`src/rtl/lcd_command_sender.sv`:
```
// lcd_command_sender
// Writes one 10-bit transfer (RS, RW, 8-bit byte) to an HD44780-compatible
// LCD in 4-bit mode: upper nibble, gap, lower nibble, then the controller
// execution wait. Every phase is timed by a single shared down-counter.
module lcd_command_sender #(
    parameter int T_SETUP = 2,     // nibble/RS/RW valid to lcd_e rising
    parameter int T_PULSE = 12,    // lcd_e high time
    parameter int T_HOLD  = 1,     // nibble held after lcd_e falls
    parameter int T_GAP   = 50,    // upper-to-lower nibble spacing
    parameter int T_WAIT  = 2000   // execution time after the lower nibble
) (
    input  logic       clk,
    input  logic       reset,
    input  logic       start,
    input  logic       rs_in,
    input  logic       rw_in,
    input  logic [7:0] data_in,
    output logic       lcd_rs,
    output logic       lcd_rw,
    output logic       lcd_e,
    output logic [3:0] sf_d,
    output logic       ready
);

    // The counter must hold the largest (count - 1) of any phase.
    localparam int MAX_A = (T_SETUP > T_PULSE) ? T_SETUP : T_PULSE;
    localparam int MAX_B = (T_HOLD  > T_GAP)   ? T_HOLD  : T_GAP;
    localparam int MAX_C = (MAX_A   > MAX_B)   ? MAX_A   : MAX_B;
    localparam int MAX_T = (MAX_C   > T_WAIT)  ? MAX_C   : T_WAIT;
    localparam int CNT_W = (MAX_T > 1) ? $clog2(MAX_T) : 1;

    // A phase of length T loads T-1 and leaves when the counter reads 0,
    // so it occupies exactly T cycles.
    localparam logic [CNT_W-1:0] LOAD_SETUP = CNT_W'(T_SETUP - 1);
    localparam logic [CNT_W-1:0] LOAD_PULSE = CNT_W'(T_PULSE - 1);
    localparam logic [CNT_W-1:0] LOAD_HOLD  = CNT_W'(T_HOLD - 1);
    localparam logic [CNT_W-1:0] LOAD_GAP   = CNT_W'(T_GAP - 1);
    localparam logic [CNT_W-1:0] LOAD_WAIT  = CNT_W'(T_WAIT - 1);

    typedef enum logic [3:0] {
        ST_IDLE,
        ST_SETUP_HI,
        ST_PULSE_HI,
        ST_HOLD_HI,
        ST_GAP,
        ST_SETUP_LO,
        ST_PULSE_LO,
        ST_HOLD_LO,
        ST_WAIT
    } state_t;

    state_t           state, state_next;
    logic [CNT_W-1:0] cnt, cnt_next;
    logic             load_latch;
    logic             rs_q, rw_q;
    logic [7:0]       data_q;

    logic             cnt_done;
    assign cnt_done = (cnt == '0);

    // State, phase counter and the transfer latches.
    always_ff @(posedge clk) begin
        if (reset) begin
            // NOTE: every register here, latches included, is cleared on reset so
            // the outputs are defined from the first cycle after the reset edge.
            state  <= ST_IDLE;
            cnt    <= '0;
            rs_q   <= 1'b0;
            rw_q   <= 1'b0;
            data_q <= 8'h00;
        end else begin
            // NOTE: non-blocking assignments so every register samples the values
            // of the previous cycle, independent of statement order.
            state <= state_next;
            cnt   <= cnt_next;
            if (load_latch) begin
                rs_q   <= rs_in;
                rw_q   <= rw_in;
                data_q <= data_in;
            end
        end
    end

    // Next-state logic: each phase counts down, then loads the next phase.
    always_comb begin
        // NOTE: defaults first so no path through the case leaves a signal
        // unassigned, which would otherwise infer a latch.
        state_next = state;
        cnt_next   = cnt;
        load_latch = 1'b0;
        case (state)
            ST_IDLE: begin
                if (start) begin
                    state_next = ST_SETUP_HI;
                    cnt_next   = LOAD_SETUP;
                    load_latch = 1'b1;
                end
            end
            ST_SETUP_HI: begin
                if (cnt_done) begin
                    state_next = ST_PULSE_HI;
                    cnt_next   = LOAD_PULSE;
                end else begin
                    cnt_next = cnt - 1'b1;
                end
            end
            ST_PULSE_HI: begin
                if (cnt_done) begin
                    state_next = ST_HOLD_HI;
                    cnt_next   = LOAD_HOLD;
                end else begin
                    cnt_next = cnt - 1'b1;
                end
            end
            ST_HOLD_HI: begin
                if (cnt_done) begin
                    state_next = ST_GAP;
                    cnt_next   = LOAD_GAP;
                end else begin
                    cnt_next = cnt - 1'b1;
                end
            end
            ST_GAP: begin
                if (cnt_done) begin
                    state_next = ST_SETUP_LO;
                    cnt_next   = LOAD_SETUP;
                end else begin
                    cnt_next = cnt - 1'b1;
                end
            end
            ST_SETUP_LO: begin
                if (cnt_done) begin
                    state_next = ST_PULSE_LO;
                    cnt_next   = LOAD_PULSE;
                end else begin
                    cnt_next = cnt - 1'b1;
                end
            end
            ST_PULSE_LO: begin
                if (cnt_done) begin
                    state_next = ST_HOLD_LO;
                    cnt_next   = LOAD_HOLD;
                end else begin
                    cnt_next = cnt - 1'b1;
                end
            end
            ST_HOLD_LO: begin
                if (cnt_done) begin
                    state_next = ST_WAIT;
                    cnt_next   = LOAD_WAIT;
                end else begin
                    cnt_next = cnt - 1'b1;
                end
            end
            ST_WAIT: begin
                if (cnt_done) begin
                    state_next = ST_IDLE;
                    cnt_next   = '0;
                end else begin
                    cnt_next = cnt - 1'b1;
                end
            end
            default: begin
                state_next = ST_IDLE;
                cnt_next   = '0;
            end
        endcase
    end

    // Output decode from the registered state and latches only (glitch-free).
    always_comb begin
        ready  = (state == ST_IDLE);
        lcd_e  = 1'b0;
        sf_d   = 4'h0;
        lcd_rs = 1'b0;
        lcd_rw = 1'b0;
        if (state != ST_IDLE) begin
            lcd_rs = rs_q;
            lcd_rw = rw_q;
        end
        case (state)
            ST_SETUP_HI, ST_HOLD_HI: sf_d = data_q[7:4];
            ST_PULSE_HI: begin
                sf_d  = data_q[7:4];
                lcd_e = 1'b1;
            end
            ST_SETUP_LO, ST_HOLD_LO: sf_d = data_q[3:0];
            ST_PULSE_LO: begin
                sf_d  = data_q[3:0];
                lcd_e = 1'b1;
            end
            default: ;
        endcase
    end

endmodule

```
`config.mk`:
```
export PLATFORM = sky130hd
export DESIGN_NAME = lcd_command_sender
export DESIGN_NICKNAME = d
export VERILOG_FILES = /design/src/rtl/lcd_command_sender.sv
export SDC_FILE = /design/constraint.sdc
export NUM_CORES = 1
export LEC_CHECK = 0
export ABC_AREA = 1
export CAP_MARGIN = 15
export CORE_ASPECT_RATIO = 0.6
export CORE_MARGIN = 5
export CORE_UTILIZATION = 40
export DETAILED_ROUTE_END_ITERATION = 12
export PLACE_DENSITY = 0.66
export SETUP_SLACK_MARGIN = 0.1
export SLEW_MARGIN = 20
export SYNTH_ARGS = -nofsm -noshare
export SYNTH_HDL_FRONTEND = slang
export SYNTH_SLANG_ARGS = --single-unit
```
`constraint.sdc`:
```
create_clock -name clk -period 1.45 [get_ports clk]
set_input_delay 0.3625 -clock clk [delete_from_list [all_inputs] [get_ports clk]]
set_output_delay 0.3625 -clock clk [all_outputs]
set_load 0.02 [all_outputs]
```
==> Word-level counts from Yosys, hierarchy flattened <==
Cells that the tools add are included.
{ "classes": {"n_mux": 23, "n_addsub": 1, "reduce_logical": 9, "bitwise_logic": 0, "mul": 0, "order_cmp": 0, "eq_ne": 17, "div": 0, "n_shift": 0} }
{ "ops": {"columns": ["op", "n"], "rows": [
  ["two-way mux 11 bit", 6],
  ["one-hot mux 11 bit (6 select lines)", 1],
  ["two-way mux 4 bit", 9],
  ["one-hot mux 4 bit (9 select lines)", 1],
  ["!= test 2 bit, second input constant", 9],
  ["== test 4 x 3 -> 1 bit, second input constant", 4],
  ["zero test 11 bit", 1],
  ["subtractor 11 x 1 -> 11 bit, second input constant", 1],
  ["AND reduction 9 bit", 1],
  ["OR reduction 3 bit", 3],
  ["== test 4 x 2 -> 1 bit, second input constant", 2],
  ["one-hot mux 4 bit (2 select lines)", 1],
  ["two-way mux 1 bit", 5],
  ["== test 4 x 1 -> 1 bit, second input constant", 1],
  ["== test 4 bit, second input constant", 1],
  ["zero test 4 bit", 1],
  ["nonzero test 4 bit", 1],
  ["OR reduction 2 bit", 2]
]} }
{ "totals": {"out_inout_bits": 8, "romBits": 0, "ff_bits": 25, "memories": 0, "word_cells": 55, "ram_bits": 0, "latchBits": 0} }

==> Longest topological paths before layout <==
{ "logic_depth": {"word_depth": 3, "depth_mapped": 9} }

==> Least setup slack after synthesis <==
OpenSTA, ideal clock, no wires.
{ "synth_timing": {"kind": "register to output", "from": "register state[0]", "to": "output sf_d[0]", "arrival_ps": 1022, "setup_slack_ps": 65, "path_buffers": 0, "required_ps": 1087, "path_stages_with_launch": 5, "path_cell_list": "dfxtp_1 -> nor2_4 -> inv_1 -> nand2_1 -> o22ai_1"} }
{ "synth_via": {"elab_chain_cells": 3, "elab_cells_between_ends": 9, "cone_classes": "6 x eq/ne; 1 x mux; 2 x reduce/logical"} }
{ "synth_rtl": {"columns": ["element", "line_no", "source"], "rows": [
  ["from (decl)", "52", "state_t state, state_next;"],
  ["from (signal assigned)", "74", "state <= state_next;"],
  ["== test 4 x 3 -> 1 bit (tied with other cells)", "181", "case (state)"],
  ["OR reduction 3 bit (no source line)", null, null],
  ["one-hot mux 4 bit (2 select lines) *", "181", null],
  ["to (decl)", "21", "output logic [3:0] sf_d,"]
]} }
Every way passes the cells marked *; elsewhere a longest branch is shown, timed or not.

==> Worst setup path in the final report <==
{ "layout_timing": {"from": "register state[0]", "to": "output sf_d[2]"} }
Same word-level chain as after synthesis.

==> summary.txt <==
Via count: 1743
Crit share post-route: 112%
Post-route antenna net violation count: 0
Critical Path Sink Type: output pin
Worst relative slew slack: 62.8%
Post-DP HPWL: 2690 um
I/O Buffers: 20
Die X-Extent: 87.3 um
Finished Layout Cells: 318
CTS Sinks: 25
CTS Root Cell: clkbuf_8
Top cells by count, synth: nand2_1, inv_1, dfxtp_1
Synth top area share: 34.9%
Final nets: 289
Final setup vio count: 19
CTS tree: yes
Worst-Skew Late Latency: 0.28 ns
Total GRT Usage: 17.8%
Gpl congestion: 0.960
Failing checks: setup timing
Net Count, Synth: 230
Top post-synthesis cells by area: dfxtp_1, nand2_1, a21oi_1
Power per Cell Area: 2370 mW/mm^2
Pre-CTS setup slack: -0.342 ns
Slew Limit Fails: 0
Synthesized area per cell: 6.68 sq um
Initial Utilization: 42.9%
Switching Share: 48.6%
Final Skew: 0.00781 ns
Delay-heaviest family, CP: flip-flops
Cell Count Post-Placement: 305
Leakage: 1.04 nW
Register area share after synthesis: 34.9%
CP cell instances: nor2_4 -> inv_2 -> nand2_4 -> o22ai_2 -> buf_6
Routed wire length: 5280 um
Largest net degree at the start of global routing: 21
Post-synthesis instance total: 215
Vias per cell: 5.48
# DRC: 0
Die area: 0.00492 sq mm
FMAX: 617 MHz
Max Buffers Root-to-Sink: 2
Share of layout cells above drive strength 1: 50.5%
Synth area leader: dfxtp_1
Seq pwr share: 18.2%
Req. time, crit path: 1.09 ns
I/O pin total: 21
Status: complete, but fails checks
Tmin final: 1.62 ns
Initial DRT Pass Iterations: 4
Clock slew at reported path FFs: 0.10 ns
Vias in the first global route: 1525
Max VDD drop: 1.13 mV
Worst Path Class, Setup: flop to output pin
Clock power share: 7.6%
Diodes inserted: 0
Wirelength per Cell: 16.6 um
#FFs+latches synth: 25
Combinational share of power: 74.1%
Core Box Area: 0.00334 sq mm
Drt initial violations: 250
Fin. Hold Viols: 0
Area Overhead vs Synth: 68.2%
Synth async-reset ratio: 0%
WP buf/inv: 2
Int Pwr: 2.94 mW
Final worst slack: -0.170 ns
Slowest CP cell: dfxtp_4
Total CTS buffers: 3
Worst hold path class: flop to flop
Row count: 16
Max FO, Critical Path: 4
Most common cell in the netlist: nand2_1
H-Tree Depth: 1
Die H: 56.4 um
RSZ-0062 raised after global routing: yes
Yosys warnings: 0
CP peak stage delay: 0.38 ns
P_sw: 2.77 mW
Initial antenna violation count: 0
Post-synth EDFFs: 0
Hold buffers post-CTS: 0
CP Launch Type: flop
Global-route wire length before repair: 6980 um
Synthesized area: 0.00144 sq mm
Synth unique cells: 26
Worst EP arrival: 1.26 ns
Final hold slack: 0.474 ns
GRT overflow: 0
Max Cap Viol: 0
Main synth FF type: dfxtp_1
Worst slew pin tran: 0.558 ns
worst min-delay path, cell delays in order, from the launching register on:
cell     delay, ns
dfxtp_2       0.33
nand2_1       0.06
a21oi_1       0.05
path summary, 6_finish.rpt:
check        endpoint     start  cells after the start  slack, ns
max           sf_d[2]  state[0]                      5      -0.17
max reg2reg    cnt[3]    cnt[1]                      9      -0.13
min reg2reg    cnt[1]    cnt[1]                      2       0.47
min            cnt[1]    cnt[1]                      2       0.47
flip-flops by register name (all words and copies together), names as in the netlist:
name	cells
state	4
cnt	11
rw_q	1
rs_q	1
data_q	8
area by class of cell:
cell class / count / area (sq um)
clock inverter: 1 / 5.00
sequential: 25 / 515
tap: 45 / 56.3
multi-input combinational: 155 / 1100
fill: 234 / 930
timing repair buffer: 59 / 584
clock buffer: 3 / 41.3
inverter: 30 / 115
per-stage QoR:
step	power, mW	area (sq um)	setup TNS [ns]	utilization (%)
finish	5.71	2410	-1.34	72.2
global route	6.03	2410	-2.65	72.2
CTS	4.83	2150	-0.632	64.4
detailed placement	3.68	1900	-3.31	56.8
global placement	3.69	1900	-2.80	56.8
floorplan	2.72	1440	0	-
repair_timing:
action,in CTS,in global routing
resized for setup,96,56
endpoints found under the setup margin,23,26
setup buffers,5,2
pin swaps,16,14
gates cloned,1,2
placed cells by master, fill, tap and decap left out, types with 2 or more instances in the layout:
cell type	n
nand2_1	31
buf_4	27
inv_1	22
dfxtp_1	19
nand2_2	18
buf_6	17
a21oi_1	14
clkdlybuf4s50_1	12
a21oi_2	11
nor2_1	10
nand2_4	9
nor2_4	8
nand3_1	8
o21ai_1	8
inv_2	7
nand3_2	6
o21ai_2	6
o21ai_0	4
o22ai_2	3
nor2_2	3
nand4_1	3
clkbuf_8	3
dfxtp_2	3
dfxtp_4	3
o21ai_4	2
nand3_4	2
xor2_1	2
clkbuf_16	2
per-layer routing:
| metal | vias to the layer above | GRT usage, % | wire length, um |
|---|---|---|---|
| met5 | - | 0 | 0 |
| met4 | 0 | 7.00 | 212 |
| met3 | 31 | 4.53 | 505 |
| met2 | 112 | 25.4 | 2260 |
| met1 | 784 | 25.2 | 2300 |
| li1 | 816 | - | - |
logic make-up after synthesis:
kind of cell	count (synthesis)	share of synthesized area (%)
adder cells (fa/ha/maj)	2	1.74
XOR/XNOR	2	1.22
AND/OR/NAND/NOR	100	33.7
AO/OA/AOI/OAI	50	18.1
buffers and inverters	36	10.4
flip-flops	25	34.9
power by group through the flow:
stage / logic [mW] / clock network [mW] / registers [mW]
after floorplan: 1.70 / 0 / 1.03
after global placement: 2.67 / 0 / 1.02
after detailed placement: 2.66 / 0 / 1.02
after CTS: 3.36 / 0.438 / 1.03
after global routing: 4.50 / 0.469 / 1.06
final: 4.23 / 0.436 / 1.04
Note: power is estimated with default switching activity, not from simulation.
